File: src/rtl/load_store_unit.sv
// MEM-stage load/store unit: sizes, aligns, range-checks and extends RV64I accesses to Data_Memory.
// Optional `LSU_ALIGN_CHECK_EN: fault on addresses not a multiple of the access size.
module load_store_unit #(
  parameter int unsigned XLEN      = 64,
  parameter int unsigned MEM_BYTES = 256
) (
  input  logic            clk,
  input  logic            reset,
  input  logic            req_valid,
  output logic            req_ready,
  input  logic            req_mem_read,
  input  logic            req_mem_write,
  input  logic [2:0]      req_funct3,
  input  logic [XLEN-1:0] req_addr,
  input  logic [XLEN-1:0] req_wdata,
  output logic            stall,
  output logic [XLEN-1:0] load_data,
  output logic            load_valid,
  output logic            fault,
  output logic [XLEN-1:0] dm_addr,
  output logic [XLEN-1:0] dm_wdata,
  output logic            dm_mem_read,
  output logic            dm_mem_write,
  input  logic [XLEN-1:0] dm_rdata
);

  localparam int unsigned NB = XLEN / 8;

  typedef enum logic {IDLE, RMW_WR} state_t;

  state_t          state;
  logic [XLEN-1:0] rmw_addr;
  logic [XLEN-1:0] rmw_data;

  logic [3:0]      nbytes;
  logic [XLEN:0]   end_addr;
  logic            is_op;
  logic            illegal;
  logic            range_err;
  logic            misalign;
  logic            bad;
  logic            accept;
  logic            go;
  logic            is_sd;
  logic [XLEN-1:0] merged_next;
  logic [XLEN-1:0] load_ext;

  assign nbytes    = 4'd1 << req_funct3[1:0];
  // One extra bit so addresses near the top of the space cannot wrap into low memory.
  assign end_addr  = {1'b0, req_addr} + (XLEN+1)'(nbytes);
  assign range_err = end_addr > (XLEN+1)'(MEM_BYTES);
  assign is_op     = req_mem_read | req_mem_write;
  assign illegal   = (req_mem_read & req_mem_write)
                   | (req_mem_read & (req_funct3 == 3'b111))
                   | (req_mem_write & req_funct3[2]);

`ifdef LSU_ALIGN_CHECK_EN
  logic [2:0] addr_mask;
  assign addr_mask = 3'(nbytes - 4'd1);
  assign misalign  = (req_addr[2:0] & addr_mask) != 3'b000;
`else
  assign misalign  = 1'b0;
`endif

  assign bad       = illegal | range_err | misalign;
  assign req_ready = (state == IDLE);
  assign stall     = req_valid & ~req_ready;
  assign accept    = req_valid & req_ready;
  assign go        = accept & is_op & ~bad;
  assign is_sd     = req_mem_write & (req_funct3[1:0] == 2'b11);

  always_comb begin
    merged_next = dm_rdata;
    for (int unsigned i = 0; i < NB; i++) begin
      if (i < 32'(nbytes))
        merged_next[8*i +: 8] = req_wdata[8*i +: 8];
    end
  end

  always_comb begin
    case (req_funct3)
      3'b000:  load_ext = {{(XLEN-8){dm_rdata[7]}},   dm_rdata[7:0]};
      3'b001:  load_ext = {{(XLEN-16){dm_rdata[15]}}, dm_rdata[15:0]};
      3'b010:  load_ext = {{(XLEN-32){dm_rdata[31]}}, dm_rdata[31:0]};
      3'b011:  load_ext = dm_rdata;
      3'b100:  load_ext = {{(XLEN-8){1'b0}},  dm_rdata[7:0]};
      3'b101:  load_ext = {{(XLEN-16){1'b0}}, dm_rdata[15:0]};
      3'b110:  load_ext = {{(XLEN-32){1'b0}}, dm_rdata[31:0]};
      default: load_ext = '0;
    endcase
  end

  always_comb begin
    dm_mem_read  = 1'b0;
    dm_mem_write = 1'b0;
    dm_addr      = req_addr;
    dm_wdata     = req_wdata;
    if (state == RMW_WR) begin
      dm_mem_write = ~reset;
      dm_addr      = rmw_addr;
      dm_wdata     = rmw_data;
    end else if (go && !reset) begin
      dm_mem_read  = req_mem_read | ~is_sd;
      dm_mem_write = is_sd;
    end
  end

  always_ff @(posedge clk) begin
    if (reset) begin
      state      <= IDLE;
      load_data  <= '0;
      load_valid <= 1'b0;
      fault      <= 1'b0;
      rmw_addr   <= '0;
      rmw_data   <= '0;
    end else begin
      load_valid <= go & req_mem_read;
      fault      <= accept & is_op & bad;
      if (go && req_mem_read)
        load_data <= load_ext;
      case (state)
        IDLE: begin
          if (go && req_mem_write && !is_sd) begin
            rmw_addr <= req_addr;
            rmw_data <= merged_next;
            state    <= RMW_WR;
          end
        end
        RMW_WR:  state <= IDLE;
        default: state <= IDLE;
      endcase
    end
  end

endmodule

File: config.mk
export PLATFORM = sky130hd
export DESIGN_NAME = load_store_unit
export DESIGN_NICKNAME = d
export VERILOG_FILES = /design/src/rtl/load_store_unit.sv
export SDC_FILE = /design/constraint.sdc
export NUM_CORES = 1
export LEC_CHECK = 0
export CORE_MARGIN = 5
export CORE_UTILIZATION = 55
export CTS_CLUSTER_SIZE = 12
export DETAILED_ROUTE_END_ITERATION = 10
export DONT_BUFFER_PORTS = 1
export PLACE_DENSITY = 0.7
export SYNTH_ARGS = -nofsm -noshare
export SYNTH_HDL_FRONTEND = slang
export SYNTH_SLANG_ARGS = --single-unit
File: constraint.sdc
create_clock -name clk -period 19 [get_ports clk]
set_input_delay 4.75 -clock clk [delete_from_list [all_inputs] [get_ports clk]]
set_output_delay 4.75 -clock clk [all_outputs]
set_load 0.1 [all_outputs]
==> metrics.txt, run 1 <==
antenna violations before repair=0; clock share of power=between 30% and 40%; class of the worst hold path=reg2reg; Layout area overhead=5.22%; CTS tree=yes; Pwr per Cell Area=77.5 nW/µm²; Routed WL=37.9 mm; crit path max fanout=36; drc violations=0; final setup violation count=0; Crit path top cell by count=buf_4; Post-synth EDFFs=0; Combinational Power Share=around a fifth; Core Box Area=21100 µm²; CP endpoint kind=output port; FMAX=70.8 MHz; CTS buffer count=17; Worst-Margin Slew=around 1.2 ns; fraction of layout cells with a size suffix above 1=21.2%; filler instances=1925; post-route cell area=~12000 µm²; die height=157 µm; die area=approximately 25000 µm²; # resized after CTS=0; antenna cells=0; total power=966 µW; Vias/cell=6.30; Post-Synthesis Net Count=between 1500 and 2000; max-slew violations=0; worst vdd ir=roughly 0.053 mV; sequential power share=a little over two fifths; status=finished, final reports clean; dpl hpwl=27.6 mm; vias in the first global route=9482; fin crit share=74.3%; clock sink count=195; TNS Setup=0 ns; final hold violations=0; antenna viol nets, final=0; synthesized area per cell=8.82 µm²; LEAKAGE=0.00448 µW; CP max-delay cell=nor4_1; critical path class=in2out; Worst-path clk slew=0.07 ns; H-Tree Depth=4; FP Rows=53; crit path launch type=input pin; drt first pass iters=5; Vias=9859; Cell Chain, Critical Path=nand2_1 > buf_4 > clkinv_1 > buf_4 > ha_1 > o21a_1 > o2111ai_1 > nor4_1 > nand4bb_1 > xnor2_1 > nor4b_1 > and4_1 > nand4_1 > nor3b_2 > buf_16; highest cell delay on the worst timing path=0.96 ns; first-pass GRT wire length=56.7 mm; Layout Nets=about 1500; Yosys reg bits=around 200; largest net degree at the start of global routing=a little under 200; Syn Inst Count=1343; Seq/Total Area, Yosys=between 30% and 40%; RSZ-0062 raised after global routing=no; CTS max path bufs=2; per-cell routed wire length=between 20 and 25 µm; synth warn=0; crit path time final=roughly 14 ns; Tot GR Track Use=29.1%; sw power=approximately 340 µW; Placer Congestion=between 0.9 and 1; r2r setup slk=about 15 ns; clock root buffer=clkbuf_16; total gr overflow=0; final core utilization=~59%; switching portion of total power=35.3%; Cell Area, Synth=11800 µm²; Worst-Skew Late Latency=around 0.45 ns; number of port buffers=0; Int Pwr=approximately 620 µW; I/O pins=~400; CP required=14.25 ns; worst clock skew=0.0228 ns; post-CTS setup buffer count=0; Post-DP Area=11800 µm²; Most used DFF post-synth=dfxtp_1; count of cell types in the netlist=78; Critical Path AT=9.37 ns; width of the chip=around 160 µm; Max-Cap Viols=0; ys async rst share=0%; Max-slew headroom=between 10% and 20%; Post-CTS Hold Buffers=0; DRT iter0 DRCs=~730; Initial Util=56.2%
==> cell type report <==
class	count	area [µm²]	share of cell area, %
clock inverter	14	183	1.47
clock buffer	18	439	3.52
tap	275	344	2.76
timing repair buffer	12	110	0.883
inverter	44	165	1.32
sequential	195	3910	31.3
multi-input combinational	1006	7320	58.7
==> cells by family after synthesis <==
group / after synthesis / share of synthesized area [%]
adder cells (fa/ha/maj): 4 / 0.422
flip-flops: 195 / 32.9
buffers and inverters: 142 / 5.68
multiplexers: 238 / 23.9
AO/OA/AOI/OAI: 219 / 12.0
AND/OR/NAND/NOR: 518 / 23.1
XOR/XNOR: 27 / 2.00
==> path summary, 6_finish.rpt <==
check / startpoint / cells past startpoint / endpoint
worst min register to register: rmw_addr[36]$_SDFFE_PP0P_ / 1 / rmw_addr[36]$_SDFFE_PP0P_
worst max register to register: state$_SDFF_PP0_ / 8 / rmw_data[53]$_SDFFE_PP0P_
worst min-delay path: rmw_addr[36]$_SDFFE_PP0P_ / 1 / rmw_addr[36]$_SDFFE_PP0P_
worst max-delay path: req_funct3[1] / 15 / dm_mem_read
==> cells in the mapped netlist (all sizes together), types with 25 or more instances <==
cell,count,share of area [%]
buf,26,2.0
mux2,202,21
clkbuf,72,2.3
a21oi,108,4.6
nand2,156,5.0
o32ai,33,2.4
dfxtp,195,33
nand4,25,1.3
nor2b,84,4.4
nor2,67,2.1
inv,42,1.3
and2,63,3.3
mux2i,36,3.0
==> cell usage in the layout (no fill, tap or decap), types with 10 or more instances in the layout <==
| cell | synthesis | final |
|---|---|---|
| buf_4 | 1 | 11 |
| and4_1 | 11 | 10 |
| nor3_1 | 21 | 20 |
| a21oi_1 | 108 | 108 |
| nor2_1 | 67 | 66 |
| mux2i_1 | 36 | 36 |
| and3_1 | 15 | 15 |
| xnor2_1 | 14 | 14 |
| mux2_4 | 53 | 53 |
| and2_1 | 63 | 63 |
| dfxtp_1 | 195 | 194 |
| nor2b_1 | 84 | 84 |
| o32ai_1 | 33 | 33 |
| mux2_2 | 146 | 146 |
| o21ai_0 | 19 | 12 |
| nand3_1 | 23 | 23 |
| nand2_1 | 155 | 155 |
| clkbuf_16 | 0 | 17 |
| nor4_1 | 18 | 18 |
| inv_1 | 41 | 41 |
| xor2_1 | 13 | 13 |
| nand4_1 | 25 | 25 |
==> routing by layer <==
layer | vias to the layer above | global-route usage, % | part of all wire [%]
li1 | 4636 | - | -
met4 | 0 | 11.2 | 3.4
met5 | - | 0 | 0
met3 | 75 | 9.26 | 11
met2 | 517 | 47.2 | 47
met1 | 4631 | 36.2 | 39
==> power by group through the flow <==
| stage | sequential, µW | combinational [µW] | clock [µW] |
|---|---|---|---|
| 6_report | 409 | 180 | 377 |
| 5_1_grt | 409 | 187 | 401 |
| 4_1_cts | 409 | 180 | 385 |
| 3_5_place_dp | 419 | 179 | 0 |
| 3_3_place_gp | 419 | 179 | 0 |
| 2_1_floorplan | 419 | 171 | 0 |
==> state kept, by name, indices dropped and copies added, names as in the netlist <==
register,flops
load_data,64
rmw_addr,64
rmw_data,64
fault,1
load_valid,1
state,1
==> worst max-delay path: cells and delay by family <==
family                   cells  cell delay [ns]
AO/OA/AOI/OAI                2             0.55
XOR/XNOR                     1             0.18
AND/OR/NAND/NOR              7             2.47
buffers and inverters        4             0.99
adder cells (fa/ha/maj)      1             0.39
==> metrics by stage <==
stage	setup WS [ns]	hold slack, ns	cells
final	4.88	0.456	1564
after global routing	4.65	0.473	1564
after CTS	5.05	0.459	1564
after detailed placement	5.08	0.438	1532
after global placement	5.14	0.436	1532
after floorplan	4.02	0.424	1343
Note: power is estimated with default switching activity, not from simulation.
==> run 2, diff against run 1 <==
- clock period: 19 -> 14.2 ns (I/O delays scaled with it)
==> run 2 against run 1 <==
Against the previous run:
- count of clock-buffer cells in the layout unchanged
- register-to-register slack got worse by 5.4 ns
- flip-flop and latch count unchanged
- via count increased by 0.47%
- critical endpoint unchanged
- sequential share of layout area about the same
==> metrics.txt, run 2 (synthesized netlist as in run 1, its figures left out) <==
width of the chip=157 µm; Worst-path clk slew=0.08 ns; TNS Setup=0 ns; Post-CTS Hold Buffers=0; Layout area overhead=5.26%; DRT iter0 DRCs=roughly 840; Routed WL=between 30 and 40 mm; CP endpoint kind=output port; FP Rows=53; post-route cell area=12500 µm²; Core Box Area=21100 µm²; antenna viol nets, final=0; clock sink count=195; number of port buffers=0; status=finished, final reports clean; fin crit share=80.2%; CP required=~11 ns; Tot GR Track Use=between 20% and 30%; fraction of layout cells with a size suffix above 1=21.2%; Vias=between 9000 and 10000; CTS max path bufs=2; class of the worst hold path=reg2reg; Worst Setup SP=req_funct3[1]; crit path launch type=input pin; critical path class=in2out; first-pass GRT wire length=57.3 mm; final setup violation count=0; Critical Path AT=just under 8 ns; Pwr per Cell Area=103 nW/µm²; FMAX=87.8 MHz; drt first pass iters=6; hold path cells=1; crit path max fanout=36; r2r setup slk=between 9 and 10 ns; Max-Cap Viols=0; CP top delay family=simple AND/OR/NAND/NOR gates; critical path depth in cells=14; final hold violations=0; Worst-Margin Slew=1.26 ns; worst clock skew=between 0.015 and 0.02 ns; # resized after CTS=0; Crit Reg-Reg Endpoint=rmw_data[8]$_SDFFE_PP0P_; drc violations=0; Post-DP Area=11900 µm²; CP max-delay cell=nor4_1; per-cell routed wire length=24.3 µm; largest registers=load_data (64), rmw_addr (64), rmw_data (64); worst slack at placement=2.93 ns; commonest non-fill, non-tap cells in the layout=dfxtp_1, nand2_1, mux2_2, a21oi_1, nor2b_1; vias in the first global route=9496; worst vdd ir=just under 0.07 mV; highest cell delay on the worst timing path=slightly above 0.9 ns; I/O pins=398; LEAKAGE=0.00448 µW; worst path bufs/invs=3; clock root buffer=clkbuf_16; antenna violations before repair=0; hold_ws=approximately 0.46 ns; filler instances=between 1500 and 2000; crit path time final=11.39 ns; Vias/cell=6.33; register area=3910 µm²; dpl hpwl=27.4 mm; H-Tree Depth=4; Worst-Skew Late Latency=0.45 ns; Max-slew headroom=15.7%; setup ws final=2.81 ns; Placer Congestion=0.948; CTS tree=yes; Initial Util=~56%; RSZ-0062 raised after global routing=no; total gr overflow=0; CP endpoint=dm_mem_read; RR Startpoint=state$_SDFF_PP0_; CTS buffer count=17; die height=157 µm; die area=approximately 25000 µm²; largest net degree at the start of global routing=a little under 200; worst r2r path cells=9; antenna cells=0; Layout Nets=around 1500; Cell Chain, Critical Path=nand2_1 > buf_4 > clkinv_1 > ha_1 > o21a_1 > o2111ai_1 > nor4_1 > nand4bb_1 > xnor2_1 > nor4b_1 > and4_1 > nand4_1 > nor3b_2 > buf_16; footprint of the multi-input gates=between 7000 and 8000 µm²; commonest non-fill, non-tap cell in the layout=dfxtp_1; max-slew violations=0; post-CTS setup buffer count=0
run 2: worst min path at each step:
stage | from | end | slack (ns)
2_1_floorplan | rmw_addr[11]$_SDFFE_PP0P_ | rmw_addr[11]$_SDFFE_PP0P_ | 0.42
3_3_place_gp | rmw_addr[51]$_SDFFE_PP0P_ | rmw_addr[51]$_SDFFE_PP0P_ | 0.44
3_5_place_dp | rmw_addr[52]$_SDFFE_PP0P_ | rmw_addr[52]$_SDFFE_PP0P_ | 0.44
4_1_cts | rmw_addr[4]$_SDFFE_PP0P_ | rmw_addr[4]$_SDFFE_PP0P_ | 0.46
5_1_grt | rmw_addr[59]$_SDFFE_PP0P_ | rmw_addr[59]$_SDFFE_PP0P_ | 0.47
6_report | rmw_addr[50]$_SDFFE_PP0P_ | rmw_addr[50]$_SDFFE_PP0P_ | 0.46
run 2: layer usage:
layer  GRT usage, %  wire, µm  vias to the layer above
met1           37.7     15200                     4651
li1               -         -                     4639
met5              0         0                        -
met2           46.7     17600                      527
met4           11.2      1390                        0
met3           8.43      3850                       88
run 2: where the power goes:
group          total (µW)  switching [µW]  internal [µW]  leakage (µW)
Clock                 499             258            241      0.000286
Sequential            547            1.24            546       0.00157
Combinational         241             197           44.2       0.00262
Total                1290             456            831       0.00448
run 2: per-stage QoR:
| step | std cells | power, µW | utilization, % |
|---|---|---|---|
| floorplan | 1343 | 789 | - |
| global placement | 1534 | 800 | 56.2 |
| finish | 1566 | 1290 | 59.1 |
| global route | 1566 | 1330 | 59.1 |
| CTS | 1566 | 1300 | 59.1 |
| detailed placement | 1534 | 800 | 56.2 |
run 2: final cells by class:
type | count | share of cell area (%)
clock buffers | 18 | 3.44
clock inverters | 14 | 1.46
inverters | 44 | 1.32
multi-input cells | 1006 | 58.7
flip-flops and latches | 195 | 31.3
well taps | 275 | 2.76
repair buffers | 14 | 1.00
